--- src/rtl/conv_window_accumulator.sv ---
// Window accumulator after the pixel x weight multiplier: sums K*K signed products,
// then shifts, applies ReLU, saturates to X bits and offers the pixel over valid/ready.
module conv_window_accumulator #(
  parameter int X     = 4,
  parameter int K     = 3,
  parameter int ACC_W = 2*X+4,
  parameter int SHIFT = 0
) (
  input  logic                    clk,
  input  logic                    rst_n,
  input  logic                    Start,
  input  logic                    prod_valid,
  input  logic signed [2*X-1:0]   prod_data,
  output logic                    prod_ready,
  output logic                    pix_valid,
  output logic [X-1:0]            pix_data,
  input  logic                    pix_ready,
  output logic signed [ACC_W-1:0] sum_raw,
  output logic [3:0]              tap_cnt,
  output logic [15:0]             pix_cnt
);

  localparam int TAPS = K*K;
  localparam logic [3:0] LAST_TAP = 4'(TAPS-1);
  localparam logic signed [ACC_W-1:0] PIX_MAX = ACC_W'((1 << X) - 1);

  typedef enum logic [1:0] {
    IDLE = 2'd0,
    ACC  = 2'd1,
    OUT  = 2'd2
  } state_t;

  state_t                  state_q, state_d;
  logic signed [ACC_W-1:0] acc_q, acc_d;
  logic signed [ACC_W-1:0] sum_raw_q, sum_raw_d;
  logic [X-1:0]            pix_data_q, pix_data_d;
  logic                    pix_valid_q, pix_valid_d;
  logic                    prod_ready_q, prod_ready_d;
  logic [3:0]              tap_cnt_q, tap_cnt_d;
  logic [15:0]             pix_cnt_q, pix_cnt_d;

  logic signed [ACC_W-1:0] prod_ext_s;
  logic signed [ACC_W-1:0] sum_s;
  logic signed [ACC_W-1:0] shifted_s;

  // Negative values clamp to zero, values above the X-bit range clamp to all ones.
  function automatic logic [X-1:0] relu_sat(input logic signed [ACC_W-1:0] v);
    if (v[ACC_W-1]) begin
      return {X{1'b0}};
    end else if (v > PIX_MAX) begin
      return {X{1'b1}};
    end else begin
      return v[X-1:0];
    end
  endfunction

  // Window sum including the product on the bus, and its shifted form.
  always_comb begin
    prod_ext_s = {{(ACC_W-2*X){prod_data[2*X-1]}}, prod_data};
    sum_s      = acc_q + prod_ext_s;
    shifted_s  = sum_s >>> SHIFT;
  end

  // Next-state and datapath updates; Start low overrides any handshake.
  always_comb begin
    state_d     = state_q;
    acc_d       = acc_q;
    sum_raw_d   = sum_raw_q;
    pix_data_d  = pix_data_q;
    pix_valid_d = pix_valid_q;
    tap_cnt_d   = tap_cnt_q;
    pix_cnt_d   = pix_cnt_q;
    if (!Start) begin
      state_d     = IDLE;
      acc_d       = '0;
      tap_cnt_d   = 4'd0;
      pix_valid_d = 1'b0;
      pix_cnt_d   = 16'd0;
    end else begin
      case (state_q)
        IDLE: begin
          state_d = ACC;
        end
        ACC: begin
          if (prod_valid && prod_ready_q) begin
            if (tap_cnt_q == LAST_TAP) begin
              sum_raw_d   = sum_s;
              pix_data_d  = relu_sat(shifted_s);
              pix_valid_d = 1'b1;
              acc_d       = '0;
              tap_cnt_d   = 4'd0;
              state_d     = OUT;
            end else begin
              acc_d     = sum_s;
              tap_cnt_d = tap_cnt_q + 4'd1;
            end
          end else begin
            state_d = ACC;
          end
        end
        OUT: begin
          if (pix_ready) begin
            pix_valid_d = 1'b0;
            pix_cnt_d   = pix_cnt_q + 16'd1;
            state_d     = ACC;
          end else begin
            state_d = OUT;
          end
        end
        default: begin
          state_d = IDLE;
        end
      endcase
    end
    prod_ready_d = (state_d == ACC);
  end

  // State and output registers.
  always_ff @(posedge clk or negedge rst_n) begin
    if (!rst_n) begin
      state_q      <= IDLE;
      acc_q        <= '0;
      sum_raw_q    <= '0;
      pix_data_q   <= '0;
      pix_valid_q  <= 1'b0;
      prod_ready_q <= 1'b0;
      tap_cnt_q    <= 4'd0;
      pix_cnt_q    <= 16'd0;
    end else begin
      state_q      <= state_d;
      acc_q        <= acc_d;
      sum_raw_q    <= sum_raw_d;
      pix_data_q   <= pix_data_d;
      pix_valid_q  <= pix_valid_d;
      prod_ready_q <= prod_ready_d;
      tap_cnt_q    <= tap_cnt_d;
      pix_cnt_q    <= pix_cnt_d;
    end
  end

  assign prod_ready = prod_ready_q;
  assign pix_valid  = pix_valid_q;
  assign pix_data   = pix_data_q;
  assign sum_raw    = sum_raw_q;
  assign tap_cnt    = tap_cnt_q;
  assign pix_cnt    = pix_cnt_q;

endmodule

--- config.mk ---
export PLATFORM = sky130hd
export DESIGN_NAME = conv_window_accumulator
export DESIGN_NICKNAME = d
export VERILOG_FILES = /design/src/rtl/conv_window_accumulator.sv
export SDC_FILE = /design/constraint.sdc
export NUM_CORES = 1
export LEC_CHECK = 0
export CELL_PAD_IN_SITES_DETAIL_PLACEMENT = 2
export CELL_PAD_IN_SITES_GLOBAL_PLACEMENT = 2
export CORE_MARGIN = 4
export CORE_UTILIZATION = 25
export CTS_CLUSTER_DIAMETER = 150
export CTS_CLUSTER_SIZE = 16
export DETAILED_ROUTE_END_ITERATION = 8
export PLACE_DENSITY_LB_ADDON = 0.1
export SKIP_LAST_GASP = 1
export SLEW_MARGIN = 20
export SYNTH_ARGS = -nofsm -noshare
export SYNTH_HDL_FRONTEND = slang
export SYNTH_SLANG_ARGS = --single-unit
--- constraint.sdc ---
create_clock -name clk -period 2.38 [get_ports clk]
set_input_delay 0.714 -clock clk [delete_from_list [all_inputs] [get_ports clk]]
set_output_delay 0.714 -clock clk [all_outputs]
set_load 0.02 [all_outputs]
* Word-level counts from Yosys, hierarchy flattened
Index checks and enable logic that the tools add are counted.
** Storage, ports and cells
- Bits in registers :: 52
- Output and inout port bits :: 38
- Logic and storage cells :: 53
** Cells by class
- $add $sub $neg :: 3
- Magnitude comparators :: 1
- Equal/unequal tests :: 12
- Mux-type cells :: 23
- Reduce and logical (&&, ||, !) cells :: 6
** Operator list (number)
- $mux W12 :: 4
- $mux W16 :: 3
- $mux W4 :: 6
- $add A16 B1 Y16 const B :: 1
- $add A12 B8 Y12 :: 1
- $gt A12 B5 Y1 const B :: 1
- $ne A3 B3 Y1 const B :: 3
- $mux W2 :: 4
- $ne A2 B1 Y1 const B :: 4
- $reduce_and A4 Y1 :: 2
- $pmux W2 S3 :: 1
- $add A4 B1 Y4 const B :: 1
- $eq A2 B1 Y1 const B :: 2
- $eq A4 B4 Y1 const B :: 1
- $mux W1 :: 4
- $reduce_and A2 Y1 :: 2
- $ne A3 B1 Y1 const B :: 1
- $eq A2 B2 Y1 const B :: 1
- $logic_not A2 Y1 :: 1
- $pmux W1 S2 :: 1
- $logic_and A1 B1 Y1 :: 1

* Depth between registers and ports, before layout
Gate-level depths: netlist of the first run.
- Depth in word-level cells :: 6
- Depth in mapped cells :: 10
- Mapped depth without buffers :: 10

* Worst setup path after synthesis of the first run
No wires, ideal clock.
- Path kind :: in2reg
- Start :: in prod_data[0]
- End :: reg pix_data_q[3] (netlist: pix_data[3])
- Library setup time :: 0.087 ns
- Arrival time :: 2.549 ns
- Required time :: 2.293 ns
- Setup slack :: -0.256 ns
- Stages :: 10
- Cells stage by stage :: ha_1 inv_1 fa_1 nor2b_1 o2111ai_1 a31oi_1 nor2_1 xnor2_1 and4bb_2 a211oi_2
** On the way
- Cells in the longest elaborated chain, start to end :: 4
** Ends and longest elaborated chain
- start, declared :: line 13 : input logic signed [2*X-1:0] prod_data,
- $add A12 B8 Y12 (*) :: line 60 : sum_s = acc_q + prod_ext_s;
- $gt A12 B5 Y1 :: line 50 : end else if (v > PIX_MAX) begin
- $mux W4 :: line 50
- $mux W4 (*) :: line 48 : if (v[ACC_W-1]) begin
- end signal, assigned :: line 133 : pix_data_q <= pix_data_d;
- end, declared :: line 36 : logic [X-1:0] pix_data_q, pix_data_d;
Mark *: on every way between the ends. The rest lies on a longest branch, timed or not.
A chain may end at the register's enable or synchronous reset.

* Final worst setup path of the first run
- Start :: in prod_data[0]
- End :: reg pix_data_q[0] (netlist: pix_data[0])
The elaborated chain is that of the path after synthesis.

==> results of run 1 <==
## through the flow
| step | utilization (%) | hold WS [ps] | cell area (um2) | power, W | setup WS, ps |
|---|---|---|---|---|---|
| global placement | 35.8 | 466 | 3880 | 0.00121 | -713 |
| CTS | 38.0 | 403 | 4120 | 0.00188 | 8.61 |
| floorplan | - | 418 | 2860 | 0.00105 | -118 |
| finish | 38.3 | 379 | 4160 | 0.00186 | 26.3 |
| global route | 38.3 | 411 | 4160 | 0.00196 | -15.3 |
| detailed placement | 35.8 | 471 | 3880 | 0.00122 | -819 |
## worst max-delay path, stage by stage
cell	delay [ps]
buf_6	70
ha_4	120
inv_2	40
fa_2	360
nor2b_4	160
o2111ai_4	140
a31oi_1	180
nor2_1	70
xnor2_1	180
and4bb_4	290
a211oi_2	230
## layout make-up
class                      instances  area (um2)  share of cell area (%)
clock inverter                     1        30.0                   0.723
tap                              140         175                    4.22
clock buffer                       5        68.8                    1.66
inverter                           9        33.8                   0.813
sequential                        52        1300                    31.3
multi-input combinational        213        1650                    39.7
timing repair buffer             103         897                    21.6
## cell families after synthesis
| logic type | after synthesis | synth area share [%] |
|---|---|---|
| AND/OR/NAND/NOR | 111 | 19.3 |
| multiplexers | 3 | 1.26 |
| AO/OA/AOI/OAI | 64 | 17.1 |
| buffers and inverters | 16 | 2.16 |
| adder cells (fa/ha/maj) | 15 | 7.04 |
| flip-flops | 52 | 46.9 |
| XOR/XNOR | 20 | 6.31 |
## synthesized netlist by cell type (all sizes together) (3+ instances only)
cell type	instances	area share (%)
a211oi	5	2.3
a21boi	8	2.2
a21o	3	0.81
a21oi	9	1.6
a22o	9	2.8
and2	11	2.5
and3	5	1.1
clkbuf	6	0.81
dfrtp	52	47
ha	14	6.3
inv	9	1.2
nand2	51	6.9
nand3	3	0.54
nand4	4	0.90
nor2	17	2.3
nor2b	6	1.4
o21ai	19	3.7
or3	5	1.1
xnor2	16	5.1
xor2	4	1.3
## routing by layer
metal  wire length, um  part of all wire (%)  global-route usage [%]  vias to the layer above
met5                 0                     0                       0                        -
li1                  -                     -                       -                     1173
met3               251                   2.9                    2.14                        9
met1              3840                    44                    16.5                     1258
met2              4420                    51                    26.5                       41
met4               127                   1.5                    3.37                        0
## power by group
part	internal, W	switching, W	total [W]
sequential	0.000894	0.0000120	0.000906
combinational	0.000175	0.000164	0.000339
clock	0.000303	0.000310	0.000613
## registers in the layout, indices dropped and copies added, names as in the netlist
| name | flops |
|---|---|
| pix_cnt | 16 |
| acc_q | 12 |
| sum_raw | 12 |
| pix_data | 4 |
| tap_cnt | 4 |
| state_q | 2 |
| pix_valid | 1 |
| prod_ready | 1 |
## worst paths after layout
kind                               from     endpoint  slack, ps  depth (start not counted)
setup / recovery           prod_data[0]  pix_data[0]         30                         11
hold / removal                    rst_n   pix_cnt[7]        380                          2
setup reg to reg               acc_q[0]  pix_data[0]         60                         10
hold reg to reg              sum_raw[4]   sum_raw[4]        490                          2
max in group asynchronous         rst_n     acc_q[1]       1720                          2
min in group clk             sum_raw[4]   sum_raw[4]        490                          2
## repair_timing
item / 4_1_cts / 5_1_grt
gates resized for setup: 34 / 14
buffers inserted: 3 / 3
endpoints found under the setup margin: 16 / 5
pin swaps: 21 / 9
endpoints found under the hold margin: 0 / 0
==> results.txt, run 1 <==
FMAX - 425 MHz
Number of vias in the routed layout - 2481
Vias in the first global route - 2861
Initial DRC count - 64
Leakage power - 1.83 nW
Total number of clock tree sinks - 52
CTS tree - yes
Most frequent cells in the layout - 51 x nand2_1, 51 x dfrtp_1, 50 x buf_4
Critical path type - in -> reg
Fraction of layout instances using a drive strength above 1 - 26.9%
Clock Root Buffer - clkbuf_8
Layout Nets - 412
P&R area growth vs syn - 49.8%
Antenna fix cells - 0
Number of port buffers - 50
Number of warnings issued by yosys - 0
Per-cell via count in the routed design - 4.74
CP Launch Type - input pin
Final setup skew - 6.47 ps
Number of hold violations in the final report - 0
Arrival time reported for the critical path endpoint - 2580 ps
Average detailed-routed wire length per instance - 16.5 um
Pin count of the biggest net entering global routing - 53
Detail Route Antenna Nets - 0
Number of ports placed on the die boundary - 51
Layout filler cell count - 1200
Max-Slew Margin vs Limit - 74.9%
Most frequently used flop master after synthesis - dfrtp_1
Setup-violating endpoint count in the final report - 0
Count of flip-flops with a built-in enable after synthesis - 0
Maximum net fanout on the critical path - 4
Sum of net half-perimeters after detailed placement - 6410 um
Critical Path End Type - register
Number of antenna violations at the first check in global routing - 0
Number of buffers on the longest clock path - 2
Aggregate global routing overflow - 0
Worst vdd ir - 0.251 mV
Placed Cells - 511
Final critical path time including I/O delays and setup - 2350 ps
Routability congestion estimate from global placement - 0.753
Worst skew pair latency - 310 ps
Clock slew at the register clock pins of the worst setup and hold paths - 100 ps
Count of cell types in the netlist - 43
Max capacitance violation total - 0
Global-route wire length before repair - 14600 um
Number of standard-cell rows in the floorplan - 38
H-tree levels - 2
Initial core utilization - 25.6%
Asr flop ratio synth - 100%
Synthesis-stage register bit count - 52
Slew at the pin with the worst max-slew slack - 373 ps
RSZ-0062 raised after global routing - true
Count of hold-fix buffers inserted at cts - 0
Floorplan die width - 113 um
Total routing usage reported by global routing - 14.0%
Share of the clock period used by the worst path after layout - 98.9%
Area of the core region - 10800 um2
Filler-free cell count of the finished design - 523
Number of iterations in the first detailed-routing pass - 3
Detailed-route wire length - 8640 um
Total Die Area - 12800 um2
Number of design rule violations left after detail routing - 0
Number of CTS-inserted buffers - 5
Data required time of the critical path - 2600 ps
Sequential cell area fraction in the yosys report - 46.9%
Power density over cell area - 447 nW/um2
Mapped cell area - 2770 um2
Synth Instances - 281
Pins over their slew limit - 0
Setup TNS - 0 ps
Average size of a mapped cell - 9.87 um2
Hold WC Path Type - in -> async
Die Ht - 113 um
Syn_nets - 309
Outcome - finished, final reports clean
Power figures use the tool's default switching activity.
==> run 2, diff against run 1 <==
--- a/config.mk
+++ b/config.mk
@@ -14,7 +14,7 @@
 export DETAILED_ROUTE_END_ITERATION = 8
 export PLACE_DENSITY_LB_ADDON = 0.1
 export SKIP_LAST_GASP = 1
-export SLEW_MARGIN = 20
+export SLEW_MARGIN = 30
 export SYNTH_ARGS = -nofsm -noshare
 export SYNTH_HDL_FRONTEND = slang
 export SYNTH_SLANG_ARGS = --single-unit
==> results of run 2 <==
Same layout as run 1: the final DEF is identical, and so are final timing and power.
